File: src/rtl/control_unit_p_if.sv
// Datapath-facing bundle of the microprogrammed control unit: instruction/status inputs,
// microword control bus and current microstate out.
interface control_unit_p_if;
  // No valid/ready handshake on this bus: ir and the status levels are sampled on every
  // rising clock edge, and ctl/state are registered outputs that stay valid for a whole cycle.
  logic [31:0] ir;
  logic        moc;
  logic        cond;
  logic        lsm_detect;
  logic        lsm_end;
  logic [33:0] ctl;
  logic [7:0]  state;

  modport master (
    output ir, moc, cond, lsm_detect, lsm_end,
    input  ctl, state
  );

  modport slave (
    input  ir, moc, cond, lsm_detect, lsm_end,
    output ctl, state
  );
endinterface

File: src/rtl/control_unit_p.sv
// Microsequencer, 256-entry microstore and microword pipeline register for the ARM datapath.
module control_unit_p (
  input logic               clk,
  input logic               clr,
  control_unit_p_if.slave   bus
);

  // Microword pipeline register; bits 63:58 are always zero and are not stored.
  logic [57:0] q;
  logic [7:0]  inc;
  logic [7:0]  na;
  logic [7:0]  enc;
  logic [7:0]  jt;
  logic        sel;
  logic        sts;
  logic [63:0] rom_na_word;
  logic [63:0] rom_zero_word;

  wire [2:0] q_n   = q[57:55];
  wire       q_inv = q[54];
  wire       q_mi  = q[53];
  wire [2:0] q_s   = q[52:50];

  function automatic logic [63:0] builtin_word(input logic [7:0] a);
    logic [2:0]  n;
    logic        inv;
    logic [2:0]  s;
    logic [7:0]  t;
    logic [33:0] c;
    n   = 3'b001;
    inv = 1'b0;
    s   = 3'b000;
    t   = 8'd0;
    c   = '0;
    case (a)
      8'd0: n = 3'b011;
      8'd1: begin c[30] = 1'b1; c[28] = 1'b1; n = 3'b011; end
      // Memory read: hold in this state until MOC, then fall through to IR load.
      8'd2: begin c[29] = 1'b1; c[28] = 1'b1; c[27] = 1'b1; n = 3'b110; t = 8'd2; end
      8'd3: begin c[31] = 1'b1; n = 3'b011; end
      8'd4: begin s = 3'b001; inv = 1'b1; n = 3'b101; t = 8'd1; end
      8'd10, 8'd11, 8'd12, 8'd14, 8'd15, 8'd16, 8'd17, 8'd19, 8'd21, 8'd22,
      8'd23, 8'd24, 8'd25, 8'd26, 8'd27, 8'd28, 8'd29, 8'd30, 8'd34, 8'd43,
      8'd44: begin n = 3'b010; t = 8'd1; end
      default: ;
    endcase
    return {6'b0, n, inv, 1'b0, s, a, t, c};
  endfunction

  assign rom_na_word   = builtin_word(na);
  assign rom_zero_word = builtin_word(8'd0);

  logic unused_rom_hi;
  logic unused_ir;
  assign unused_rom_hi = ^{rom_na_word[63:58], rom_zero_word[63:58]};
  assign unused_ir     = ^{bus.ir[31:28], bus.ir[19:8], bus.ir[6:5], bus.ir[3:0]};

  // Instruction encoder: maps IR class/addressing mode to the first execute microstate.
  always_comb begin
    enc = 8'd1;
    case (bus.ir[27:25])
      3'b000: begin
        // Compare/test ops with S set take priority over the shift-form split.
        if (bus.ir[24:23] == 2'b10 && bus.ir[20])      enc = 8'd14;
        else if (!bus.ir[4])                            enc = 8'd10;
        else if (!bus.ir[7])                            enc = 8'd12;
        else                                            enc = 8'd1;
      end
      3'b001: enc = (bus.ir[24:23] == 2'b10 && bus.ir[20]) ? 8'd15 : 8'd11;
      3'b010, 3'b011: begin
        case ({bus.ir[25], bus.ir[20]})
          2'b01: enc = !bus.ir[24] ? 8'd17 : (bus.ir[21] ? 8'd19 : 8'd16);
          2'b11: enc = !bus.ir[24] ? 8'd22 : (bus.ir[21] ? 8'd23 : 8'd21);
          2'b00: enc = !bus.ir[24] ? 8'd25 : (bus.ir[21] ? 8'd26 : 8'd24);
          default: enc = !bus.ir[24] ? 8'd28 : (bus.ir[21] ? 8'd29 : 8'd27);
        endcase
      end
      3'b100: enc = bus.ir[20] ? 8'd34 : 8'd30;
      3'b101: enc = bus.ir[24] ? 8'd44 : 8'd43;
      default: enc = 8'd1;
    endcase
  end

  always_comb begin
    case (q_s)
      3'b000:  sel = bus.moc;
      3'b001:  sel = bus.cond;
      3'b010:  sel = bus.lsm_detect;
      3'b011:  sel = bus.lsm_end;
      3'b100:  sel = bus.ir[24];
      default: sel = 1'b0;
    endcase
    sts = sel ^ q_inv;
    jt  = q_mi ? q[49:42] : q[41:34];
    case (q_n)
      3'b000:  na = enc;
      3'b001:  na = 8'd0;
      3'b010:  na = jt;
      3'b011:  na = inc;
      3'b100:  na = sts ? jt  : inc;
      3'b101:  na = sts ? jt  : enc;
      3'b110:  na = sts ? inc : jt;
      default: na = 8'd0;
    endcase
  end

  always_ff @(posedge clk) begin
    if (clr) begin
      q   <= rom_zero_word[57:0];
      inc <= 8'd1;
    end else begin
      q   <= rom_na_word[57:0];
      inc <= na + 8'd1;
    end
  end

  assign bus.ctl   = q[33:0];
  assign bus.state = q[49:42];

endmodule

File: src/flat_wrapper.sv
// flat-port wrapper written by rule: the top's interface ports become plain ports
module control_unit_p_flat 
  (clk, clr, bus_ir, bus_moc, bus_cond, bus_lsm_detect, bus_lsm_end, bus_ctl, bus_state);
  control_unit_p_if bus_i ();
  input logic clk;
  input logic clr;
  input wire logic [$bits(bus_i.ir)-1:0] bus_ir;
  input wire logic [$bits(bus_i.moc)-1:0] bus_moc;
  input wire logic [$bits(bus_i.cond)-1:0] bus_cond;
  input wire logic [$bits(bus_i.lsm_detect)-1:0] bus_lsm_detect;
  input wire logic [$bits(bus_i.lsm_end)-1:0] bus_lsm_end;
  output wire logic [$bits(bus_i.ctl)-1:0] bus_ctl;
  output wire logic [$bits(bus_i.state)-1:0] bus_state;
  assign bus_i.ir = bus_ir;
  assign bus_i.moc = bus_moc;
  assign bus_i.cond = bus_cond;
  assign bus_i.lsm_detect = bus_lsm_detect;
  assign bus_i.lsm_end = bus_lsm_end;
  assign bus_ctl = bus_i.ctl;
  assign bus_state = bus_i.state;
  control_unit_p u_core (.clk(clk), .clr(clr), .bus(bus_i));
endmodule
File: config.mk
export PLATFORM = sky130hd
export DESIGN_NAME = control_unit_p_flat
export DESIGN_NICKNAME = d
export VERILOG_FILES = /design/src/rtl/control_unit_p_if.sv /design/src/rtl/control_unit_p.sv /design/src/flat_wrapper.sv
export SDC_FILE = /design/constraint.sdc
export NUM_CORES = 1
export LEC_CHECK = 0
export BUFFER_PORTS_ARGS = -buffer_cell sky130_fd_sc_hd__buf_4
export CAP_MARGIN = 20
export CORE_ASPECT_RATIO = 1.4
export CORE_MARGIN = 3
export CORE_UTILIZATION = 43
export DETAILED_ROUTE_END_ITERATION = 8
export PLACE_DENSITY = 0.79
export SETUP_SLACK_MARGIN = 0.4
export SLEW_MARGIN = 5
export SYNTH_ARGS = -nofsm -noshare
export SYNTH_HDL_FRONTEND = slang
export SYNTH_SLANG_ARGS = --single-unit
File: constraint.sdc
create_clock -name clk -period 2.8 [get_ports clk]
set_input_delay 0.14 -clock clk [delete_from_list [all_inputs] [get_ports clk]]
set_output_delay 0.14 -clock clk [all_outputs]
set_load 0.01 [all_outputs]
**After elaboration in Yosys (flattened, before gate mapping)**

Cells that the tools add are included.
Widths: inputs -> output; s select.

- Output and inout port bits: 42
- Register bits after elaboration: 66

- $add $sub $neg: 1
- Multiplexer cells: 30
- Equality and inequality tests: 42
- Reduce and logical (&&, ||, !) cells: 11
- Bitwise logic cells: 1

Operators with widths:

| kind | number |
|---|---|
| $eq 8x5->1 const B | 13 |
| $mux 8 | 10 |
| $pmux 8 s6 | 1 |
| $eq 8x4->1 const B | 5 |
| $pmux 8 s5 | 1 |
| $eq 8x6->1 const B | 3 |
| $pmux 8 s3 | 1 |
| $reduce_or 22->1 | 1 |
| $reduce_or 21->1 | 1 |
| $eq 3x2->1 const B | 6 |
| $eq 3x3->1 const B | 6 |
| $eq 8x2->1 const B | 2 |
| $pmux 3 s4 | 1 |
| $logic_not 3->1 | 3 |
| $mux 3 | 3 |
| $add 8x1->8 const B | 1 |
| $eq 8x1->1 const B | 1 |
| $eq 8x3->1 const B | 1 |
| $logic_not 8->1 | 1 |
| $eq 3x1->1 const B | 2 |
| $mux 1 | 6 |
| $mux 2 | 3 |
| $mux 6 | 1 |
| $pmux 1 s5 | 1 |
| other kinds (9) | 11 |

**Longest topological paths before layout**

Gate-level depths: netlist of run 1.

- Depth after elaboration: 9
- Mapped depth: 14

**Least setup slack after synthesis of run 1**

OpenSTA, ideal clock, no wires.

- Path kind: register to register
- Start: register u_core.q[54]
- End: register u_core.q[55]
- Buffers on the path: 1
- Arrival: 2.560 ns
- Data required time: 2.680 ns
- Setup slack: 0.121 ns
- Cell stages (with the launch flop): 13
- Cells stage by stage: dfxtp_1 -> or2_1 -> nand3_1 -> and4b_2 -> o21ai_1 -> and2_0 -> buf_2 -> ha_1 -> nor2_1 -> and3_2 -> o21ai_0 -> a32oi_1 -> a211o_1

- Word-level cells in the longest chain between the ends: 6

RTL lines:

| element | RTL line | text |
|---|---|---|
| from (decl) | control_unit_p.sv:9 | `logic [57:0] q;` |
| from (signal assigned) | control_unit_p.sv:109 | `q <= rom_zero_word[57:0];` |
| from (signal assigned) | control_unit_p.sv:112 | `q <= rom_na_word[57:0];` |
| $xor 1x1->1 * | control_unit_p.sv:93 | `sts = sel ^ q_inv;` |
| $mux 8, on equally long branches | control_unit_p.sv:102, control_unit_p.sv:100, control_unit_p.sv:101 |  |
| $pmux 8 s6 * | control_unit_p.sv:95 | `case (q_n)` |
| $eq 8x4->1, or another cell as far along | control_unit_p.sv:35 | `case (a)` |
| $reduce_or 21->1 or $reduce_or 3->1 (tied branches) | -- |  |
| $pmux 3 s4 * | control_unit_p.sv:35 |  |

Every way passes the cells marked *; elsewhere a longest branch is shown, timed or not.
A chain may end at the register's enable or synchronous reset.

**Worst setup path in the final report of run 1**

Ends and elaborated chain as after synthesis.

==> out/results.tsv, run 1 <==
stage	metric	value	unit
route	firstDrtPassIters	4	
logic_synthesis	yosysUniqueCellTypes	71	
logic_synthesis	synth_commonest_cells	buf_4 (45), nor2_1 (26), dfxtp_1 (25)	
critical_path	cp.arrival	2.62	ns
place	place.gp.congestion	0.920	
logic_synthesis	yosysMostFrequentCell	buf_4	
clock_network	htreeDepth	1	
worst_hold_path	holdCritPathClass	in -> reg	
layout	drive_above_1_share	0.366	
sta	max_freq	405	MHz
critical_path	cp.depth	11	
floorplan	rows	28	
logic_synthesis	synthArstFlopShare	0	
floorplan	fp.dieW	63.8	um
floorplan	core_area	0.00438	mm2
place	placed_area	0.00213	mm2
critical_path	r2r_slack	0.33	ns
route	drt_iter0_drc	61	
sta	period_share	0.881	
critical_path	crit_fanout	6	
critical_path	r2r-start	u_core.q[54]	
clock_network	worstSkewPairLatency	0.26	ns
global_routing	antenna_found_initial	0	
critical_path	slowest_stage	or3_4	
global_routing	grt_overflow	0	
route	vias	1752	
logic_synthesis	synth_top_area_frac	0.249	
clock_network	cts-buffers-inserted	3	
critical_path	cp-end-kind	flop	
clock_network	cts_root_buf	clkbuf_8	
global_routing	grt_pass1_wl	7160	um
clock_network	cts_tree	done	
critical_path	r2r_end	u_core.q[55]	
floorplan	ios	80	
layout	antennaDiodeCount	0	
power	power.static_leakage	0.00100	uW
floorplan	initial_utilization	0.459	
sta	setup_tns	0	ns
route	drcViolationCount	0	
logic_synthesis	synthCells	249	
layout	multi_input_area	0.00133	mm2
critical_path	r2r_cells	11	
critical_path	start_kind	flop	
logic_synthesis	netlist.top_cell.by_area	dfxtp_1	
critical_path	critical_path_buf_inv_count	1	
logic_synthesis	synth_area	0.00201	mm2
route	wirelength	4380	um
layout	regArea	513	um2
sta	rsz0062_at_grt	true	
worst_hold_path	hold_path_depth	2	
global_routing	grt_max_degree	21	
power	power_density	959	mW/mm2
sta	finalMaxSlewViolations	0	
global_routing	first_global_vias	1625	
job	maxCapViolCount	0	
place	dp_hpwl	3150	um
logic_synthesis	yosys_register_bits	25	
sta	final_hold_viol_count	0	
critical_path	critPathTopFamily	compound AO/OA/AOI/OAI gates	
route	routedWlPerCell	12.9	um
power	ir_drop	0.000787	V
power	power	2290	uW
sta	period_minus_slack	2.47	ns
logic_synthesis	synth_edf_count	0	
critical_path	critPathKind	reg -> reg	
critical_path	required	2.96	ns
floorplan	dieArea	0.00555	mm2
route	viasPerCell	5.17	
clock_network	cts_sinks	25	
critical_path	crit_path_max_incr_delay	0.42	ns
logic_synthesis	ys_top_cells_by_area	dfxtp_1 (25%), buf_4 (17%), nor2_1 (4.9%)	
clock_network	clk_pin_slew	0.08	ns
sta	skew	0.000851	ns
route	ant_nets	0	
layout	syn_to_final_growth	18.8	%
global_routing	grt_usage	0.157	
logic_synthesis	synthFlopType	dfxtp_1	
worst_hold_path	hp-start	clr	
logic_synthesis	synth-seq-area-share	0.249	
run_status	status	finished clean	
place	port_buffers	25	
layout	n_fill_cell	392	
critical_path	worstPathCellList	or2_4 > nand2_4 > o311a_4 > or3_4 > clkinv_4 > ha_4 > nor2_4 > a21oi_2 > o21ai_1 > o211a_1 > a211o_1	
worst_hold_path	hold_end	u_core.inc[1]	
sta	setup_violations	0	
layout	fin_nets	320	
logic_synthesis	postSynthAreaPerCell	8.08	um2
logic_synthesis	ys.warnings.count	0	
clock_network	cts_buffer_depth	2	
floorplan	die_h	86.9	um
layout	final_util	0.546	
layout	stdcell_area	0.00239	mm2
==> routing by layer <==
metal	track usage	routed length, um	part of all wire	vias to the layer above
met4	0.0707	126	0.029	0
met1	0.181	1700	0.39	807
met2	0.278	2320	0.53	69
met5	0	0	0	-
li1	-	-	-	864
met3	0.0284	236	0.054	12
==> metrics by stage <==
| step | std cells | hold slack (ns) | setup slack [ns] |
|---|---|---|---|
| final | 339 | 0.186 | 0.333 |
| after global routing | 339 | 0.205 | 0.275 |
| after CTS | 333 | 0.185 | 0.348 |
| after detailed placement | 321 | 0.468 | 0.147 |
| after global placement | 321 | 0.463 | 0.184 |
| after floorplan | 277 | 0.320 | 0.396 |
==> registers in the layout, indices dropped and copies added (netlist names) <==
| register | cells |
|---|---|
| u_core.inc | 8 |
| u_core.q | 17 |
==> cell families (layout without fill, tap and decap cells) <==
group                      count (synthesis)  count (layout)  share of synthesized area
muxes                                      1               1                    0.00560
AOI/OAI and AO/OA                         58              58                      0.219
adders and majority gates                  2               2                     0.0124
xor gates and xnor gates                   6               6                     0.0261
DFF                                       25              25                      0.249
and+or+nand+nor                           93              93                      0.272
other                                      1              29                    0.00186
buffers and inverters                     63              65                      0.214
==> where the power goes <==
group          switching [uW]  internal, uW
Combinational             779           785
Sequential               65.8           451
Clock                     108           102
==> worst reg2reg max path, cell delays in order (launching register included) <==
cell	delay, ns
dfxtp_4	0.38
or2_4	0.16
nand2_4	0.06
o311a_4	0.29
or3_4	0.42
clkinv_4	0.09
ha_4	0.16
nor2_4	0.05
a21oi_2	0.10
o21ai_1	0.09
o211a_1	0.25
a211o_1	0.30
==> worst max-delay path by stage <==
stage               slack (ns)             to          from
detailed placement        0.15   u_core.q[55]    bus_ir[26]
CTS                       0.35   u_core.q[55]  u_core.q[54]
global placement          0.18   u_core.q[55]    bus_ir[26]
global route              0.27  u_core.inc[7]  u_core.q[56]
floorplan                 0.40   u_core.q[55]  u_core.q[54]
finish                    0.33   u_core.q[55]  u_core.q[54]
==> timing repair <==
item / 4_1_cts / 5_1_grt
setup buffers: 8 / 6
gates resized for setup: 16 / 14
hold buffers: 0 / 0
endpoints found under the setup margin: 8 / 10
pin swaps: 11 / 12
==> cells in the final DEF (no fill, tap or decap), types with 3 or more instances in the layout <==
cell	Yosys	layout
inv_1	10	8
nor2_1	26	25
and2_1	5	5
xnor2_1	6	6
nor2b_1	4	3
conb_1	1	29
buf_4	45	47
dfxtp_1	25	21
o21ai_0	7	5
o22ai_1	3	3
o21ai_1	4	4
a21oi_1	9	7
o211ai_1	3	3
clkbuf_8	0	3
nand2_1	15	13
a31oi_1	5	5
dfxtp_4	0	3
and2_2	3	3
nand3_1	8	8
==> final cells by class <==
type,count,area share
Inverter,12,0.0209
Sequential cell,25,0.215
Clock buffer,4,0.0188
Multi-Input combinational cell,189,0.557
Timing Repair Buffer,49,0.157
Tap cell,60,0.0314
Power figures use the tool's default switching activity.
==> run 2: changes to the inputs <==
Settings changed: CORE_UTILIZATION 43 to 30, MAX_ROUTING_LAYER set to met4, PLACE_DENSITY 0.79 to 0.6.
==> out/results.tsv, run 2 (synthesis gave the netlist of run 1 again) <==
stage	metric	value	unit	change
route	viasPerCell	4.82		-6.7%
floorplan	die_h	103	um	+18%
sta	setup_violations	0		unchanged
sta	finalMaxSlewViolations	0		unchanged
floorplan	fp.dieW	75.2	um	+18%
run_status	status	finished clean		
route	routedWlPerCell	12.1	um	-6.3%
layout	reg_top3	u_core.q: 17 flops, u_core.inc: 8 flops		
place	place.gp.congestion	0.856		-7.0%
global_routing	antenna_found_initial	0		unchanged
layout	fin_nets	318		-0.63%
clock_network	cts_root_buf	clkbuf_8		
critical_path	crit_fanout	6		unchanged
power	ir_drop	0.000763	V	-3.1%
layout	fin_cells	349		+2.9%
critical_path	required	3.01	ns	+0.05 ns
clock_network	ctsHoldBuffers	0		unchanged
sta	period_share	0.867		-0.0141
layout	mostFrequentLayoutCell	buf_4		
critical_path	start_kind	flop		
global_routing	grt_usage	0.112		-0.0450
critical_path	critPathKind	reg -> reg		
sta	max_freq	412	MHz	+1.6%
clock_network	clk_pin_slew	0.08	ns	about the same
route	drt_iter0_drc	32		-48%
floorplan	initial_utilization	0.317		-0.142
global_routing	grt_max_degree	21		unchanged
layout	antennaDiodeCount	0		unchanged
clock_network	cts-buffers-inserted	3		unchanged
layout	top_register	u_core.q		
place	placed_cells	330		+2.8%
clock_network	cts_sinks	25		unchanged
clock_network	htreeDepth	1		unchanged
route	drcViolationCount	0		unchanged
power	power.static_leakage	0.000976	uW	-2.6%
global_routing	grt_pass1_wl	6720	um	-6.2%
sta	rsz0062_at_grt	true		
clock_network	worstSkewPairLatency	0.27	ns	about the same
place	dp_hpwl	3260	um	+3.4%
layout	drive_above_1_share	0.350		-0.0154
route	vias	1682		-4.0%
floorplan	dieArea	0.00774	mm2	+40%
layout	syn_to_final_growth	16.3	%	
critical_path	cp-end-kind	flop		
sta	period_minus_slack	2.43	ns	-0.0395 ns
place	port_buffers	25		unchanged
sta	skew	0.00568	ns	+0.00482 ns
power	power_density	915	mW/mm2	-4.5%
sta	setup_tns	0	ns	unchanged
clock_network	cts_tree	done		
route	ant_nets	0		unchanged
floorplan	core_area	0.00634	mm2	+45%
route	firstDrtPassIters	4		unchanged
floorplan	ios	80		unchanged
clock_network	cts_buffer_depth	2		unchanged
worst_hold_path	holdCritPathClass	in -> reg		
global_routing	first_global_vias	1532		-5.7%
critical_path	cp.arrival	2.64	ns	+0.02 ns
sta	final_hold_viol_count	0		unchanged
floorplan	rows	34		+21%
route	wirelength	4230	um	-3.5%
global_routing	grt_overflow	0		unchanged
job	maxCapViolCount	0		unchanged
layout	largest_reg_flops	17		unchanged
layout	layout_common_cells	buf_4 (47), conb_1 (29), nor2_1 (25)		
## run 2: report_power, final
part,switching (uW),leakage [uW],internal [uW]
Sequential,64.2,0.000205,453
Combinational,696,0.000745,717
Clock,113,0.0000255,99.6
## run 2: repair_timing
| action | 4_1_cts | 5_1_grt |
|---|---|---|
| gates resized for setup | 18 | 3 |
| setup buffers | 15 | 0 |
| hold endpoints to repair | 0 | 0 |
| pin swaps | 7 | 0 |
| endpoints found under the setup margin | 8 | 8 |
## run 2: critical path, stage by stage (launching register included)
cell	delay (ns)
dfxtp_4	0.37
or2b_4	0.26
a31oi_4	0.22
a211oi_2	0.06
or3_4	0.41
buf_4	0.16
ha_4	0.18
nor2_4	0.12
and3_4	0.19
o21ai_2	0.06
a32oi_1	0.20
a211o_1	0.14
## run 2: metrics by stage
step	worst slack [ns]	cell area, um2	total power, uW	hold WS [ns]	util
floorplan	0.396	2180	1540	0.320	-
global placement	0.170	2120	1730	0.470	0.335
detailed placement	0.179	2120	1730	0.478	0.335
CTS	0.370	2330	2150	0.175	0.368
global route	0.270	2340	2300	0.201	0.369
finish	0.373	2340	2140	0.180	0.369
## run 2: worst paths after layout
check / end / slack (ns) / cells after the start / from
max reg2reg: u_core.q[55] / 0.37 / 11 / u_core.q[54]
min: u_core.q[57] / 0.18 / 2 / clr
max: u_core.q[55] / 0.37 / 11 / u_core.q[54]
min reg2reg: u_core.q[48] / 0.50 / 2 / u_core.inc[6]
## run 2: routing by layer
| metal | vias to the layer above | GRT usage | share of wire |
|---|---|---|---|
| li1 | 854 | - | - |
| met1 | 779 | 0.126 | 0.41 |
| met2 | 41 | 0.201 | 0.53 |
| met3 | 8 | 0.0156 | 0.043 |
| met4 | 0 | 0.0323 | 0.017 |
| met5 | - | - | 0 |
## run 2: cell type report
| class | instances | area, um2 |
|---|---|---|
| Inverter | 12 | 50.0 |
| Clock inverter | 1 | 5.00 |
| Fill cell | 659 | 4000 |
| Tap cell | 72 | 90.1 |
| Multi-Input combinational cell | 189 | 1280 |
| Sequential cell | 25 | 515 |
| Timing Repair Buffer | 47 | 353 |
| Clock buffer | 3 | 41.3 |
==> run 3: changes to the inputs <==
Settings changed: CELL_PAD_IN_SITES_DETAIL_PLACEMENT set to 1, CELL_PAD_IN_SITES_GLOBAL_PLACEMENT set to 2, CORE_UTILIZATION 30 to 24, PLACE_DENSITY 0.6 to 0.8.
==> out/results.tsv, run 3 (synthesis gave the netlist of run 1 again) <==
stage	metric	value	unit	change
critical_path	cp-end-kind	flop		
power	p_int	1420	uW	+12%
sta	max_freq	398	MHz	-3.5%
layout	drive_above_1_share	0.403		+0.0533
layout	syn_to_final_growth	27.1	%	
critical_path	slowest_stage	dfxtp_4		
layout	fin_nets	331		+4.1%
global_routing	grt_overflow	0		unchanged
layout	fin_cells	390		+12%
sta	rsz0062_at_grt	true		
clock_network	cts_tree	done		
layout	antennaDiodeCount	0		unchanged
route	ant_nets	0		unchanged
critical_path	crit_fanout	6		unchanged
layout	layout_common_cells	buf_4 (56), conb_1 (29), nor2_1 (25)		
power	power_density	952	mW/mm2	+3.9%
route	viasPerCell	4.61		-4.3%
sta	period_minus_slack	2.52	ns	+0.0879 ns
route	firstDrtPassIters	4		unchanged
sta	setup_tns	0	ns	unchanged
job	maxCapViolCount	0		unchanged
layout	mostFrequentLayoutCell	buf_4		
layout	regArea	515	um2	unchanged
layout	largest_reg_flops	17		unchanged
global_routing	grt_max_degree	21		unchanged
power	power.static_leakage	0.00106	uW	+8.7%
floorplan	fp.dieW	83.4	um	+11%
place	placed_area	0.00223	mm2	+5.2%
clock_network	htreeDepth	1		unchanged
critical_path	start_kind	flop		
power	p_switching	1010	uW	+16%
clock_network	cts_buffer_depth	2		unchanged
global_routing	grt_pass1_wl	8740	um	+30%
power	ir_drop	0.000293	V	-62%
layout	n_fill_cell	967		+47%
floorplan	core_area	0.00794	mm2	+25%
route	routedWlPerCell	13.7	um	+13%
layout	final_util	0.322		-0.0472
place	pre_cts_slack	0.156	ns	-0.0229 ns
route	drcViolationCount	0		unchanged
run_status	status	finished clean		
critical_path	cp.arrival	2.68	ns	+0.04 ns
power	switching_share	0.416		+0.00820
place	port_buffers	25		unchanged
floorplan	dieArea	0.00953	mm2	+23%
worst_hold_path	holdCritPathClass	in -> reg		
clock_network	cts-buffers-inserted	3		unchanged
global_routing	antenna_found_initial	0		unchanged
floorplan	rows	38		+12%
layout	multi_input_area	0.00135	mm2	+5.4%
sta	worst_slack	0.285	ns	-0.0879 ns
floorplan	initial_utilization	0.253		-0.0640
route	vias	1799		+7.0%
power	clockPowerShare	0.088		-0.011
clock_network	worstSkewPairLatency	0.27	ns	about the same
layout	stdcell_area	0.00256	mm2	+9.3%
layout	reg_top3	u_core.q: 17 flops, u_core.inc: 8 flops		
power	seq_power_share	0.208		-0.033
critical_path	required	2.96	ns	-0.05 ns
sta	setup_violations	0		unchanged
global_routing	first_global_vias	1837		+20%
route	drt_iter0_drc	36		+13%
sta	skew	0.0101	ns	+0.00444 ns
floorplan	die_h	114	um	+11%
critical_path	worstPathCellList	or2b_1 > a31oi_4 > a211oi_2 > or3_4 > clkinv_4 > ha_4 > nor2_4 > a21oi_2 > o21ai_1 > o211a_1 > a211o_1		
power	p_comb_frac	0.704		+0.045
sta	final_hold_viol_count	0		unchanged
sta	finalMaxSlewViolations	0		unchanged
critical_path	critPathKind	reg -> reg		
clock_network	clk_pin_slew	0.09	ns	about the same
route	wirelength	5350	um	+27%
critical_path	crit_path_max_incr_delay	0.39	ns	-0.02 ns
clock_network	cts_root_buf	clkbuf_8		
place	place.gp.congestion	0.835		-2.4%
layout	top_register	u_core.q		
global_routing	grt_usage	0.113		+0.000818
place	dp_hpwl	4000	um	+23%
place	placed_cells	368		+12%
clock_network	cts_sinks	25		unchanged
floorplan	ios	80		unchanged
sta	period_share	0.898		+0.0314
[run 3: cell count changes in the layout (fill, tap and decap cells not counted), sizes merged]
| cell | change |
|---|---|
| buf | +13 |
[run 3: stage by stage]
| stage | power, uW | hold slack, ns |
|---|---|---|
| 6_report | 2430 | 0.202 |
| 5_1_grt | 2630 | 0.208 |
| 4_1_cts | 2340 | 0.199 |
| 3_5_place_dp | 1870 | 0.474 |
| 3_3_place_gp | 1850 | 0.464 |
| 2_1_floorplan | 1540 | 0.320 |
[run 3: layout make-up]
class / instances / share of cell area
clock buffers: 3 / 0.0162
flip-flops and latches: 25 / 0.202
clock inverters: 1 / 0.00196
multi-input cells: 189 / 0.530
repair buffers: 60 / 0.182
inverters: 12 / 0.0196
well taps: 100 / 0.0489
[run 3: critical path, delay by kind of cell, from the launching register on]
kind / cells / cell delay, ns
buf+inv: 1 / 0.08
compound gates: 6 / 1.04
flops: 1 / 0.39
fa+ha+maj: 1 / 0.16
simple gates: 3 / 0.73
[run 3: routing by layer]
layer / track usage / up-vias / part of all wire
met5: - / - / 0
met4: 0.0382 / 0 / 0.017
met3: 0.0101 / 10 / 0.037
met2: 0.215 / 41 / 0.54
met1: 0.121 / 864 / 0.41
li1: - / 884 / -
[run 3: path summary, 6_finish.rpt]
kind,slack [ns],startpoint,to,depth (start not counted)
setup reg to reg,0.28,u_core.q[54],u_core.q[55],11
setup / recovery,0.28,u_core.q[54],u_core.q[55],11
hold / removal,0.20,clr,u_core.inc[6],2
hold reg to reg,0.52,u_core.inc[6],u_core.q[48],2
[run 3: timing repair]
action,CTS,global route
buffers inserted,14,4
gates resized for setup,25,14
hold buffers,0,0
hold endpoints to repair,0,0
pin swaps,13,12
endpoints found under the setup margin,12,13
[run 3: power groups by stage]
stage / Combinational, uW / Sequential [uW] / Clock [uW]
finish: 1710 / 506 / 213
global route: 1870 / 516 / 235
CTS: 1620 / 503 / 218
detailed placement: 1360 / 511 / 0
global placement: 1340 / 510 / 0
floorplan: 1050 / 486 / 0
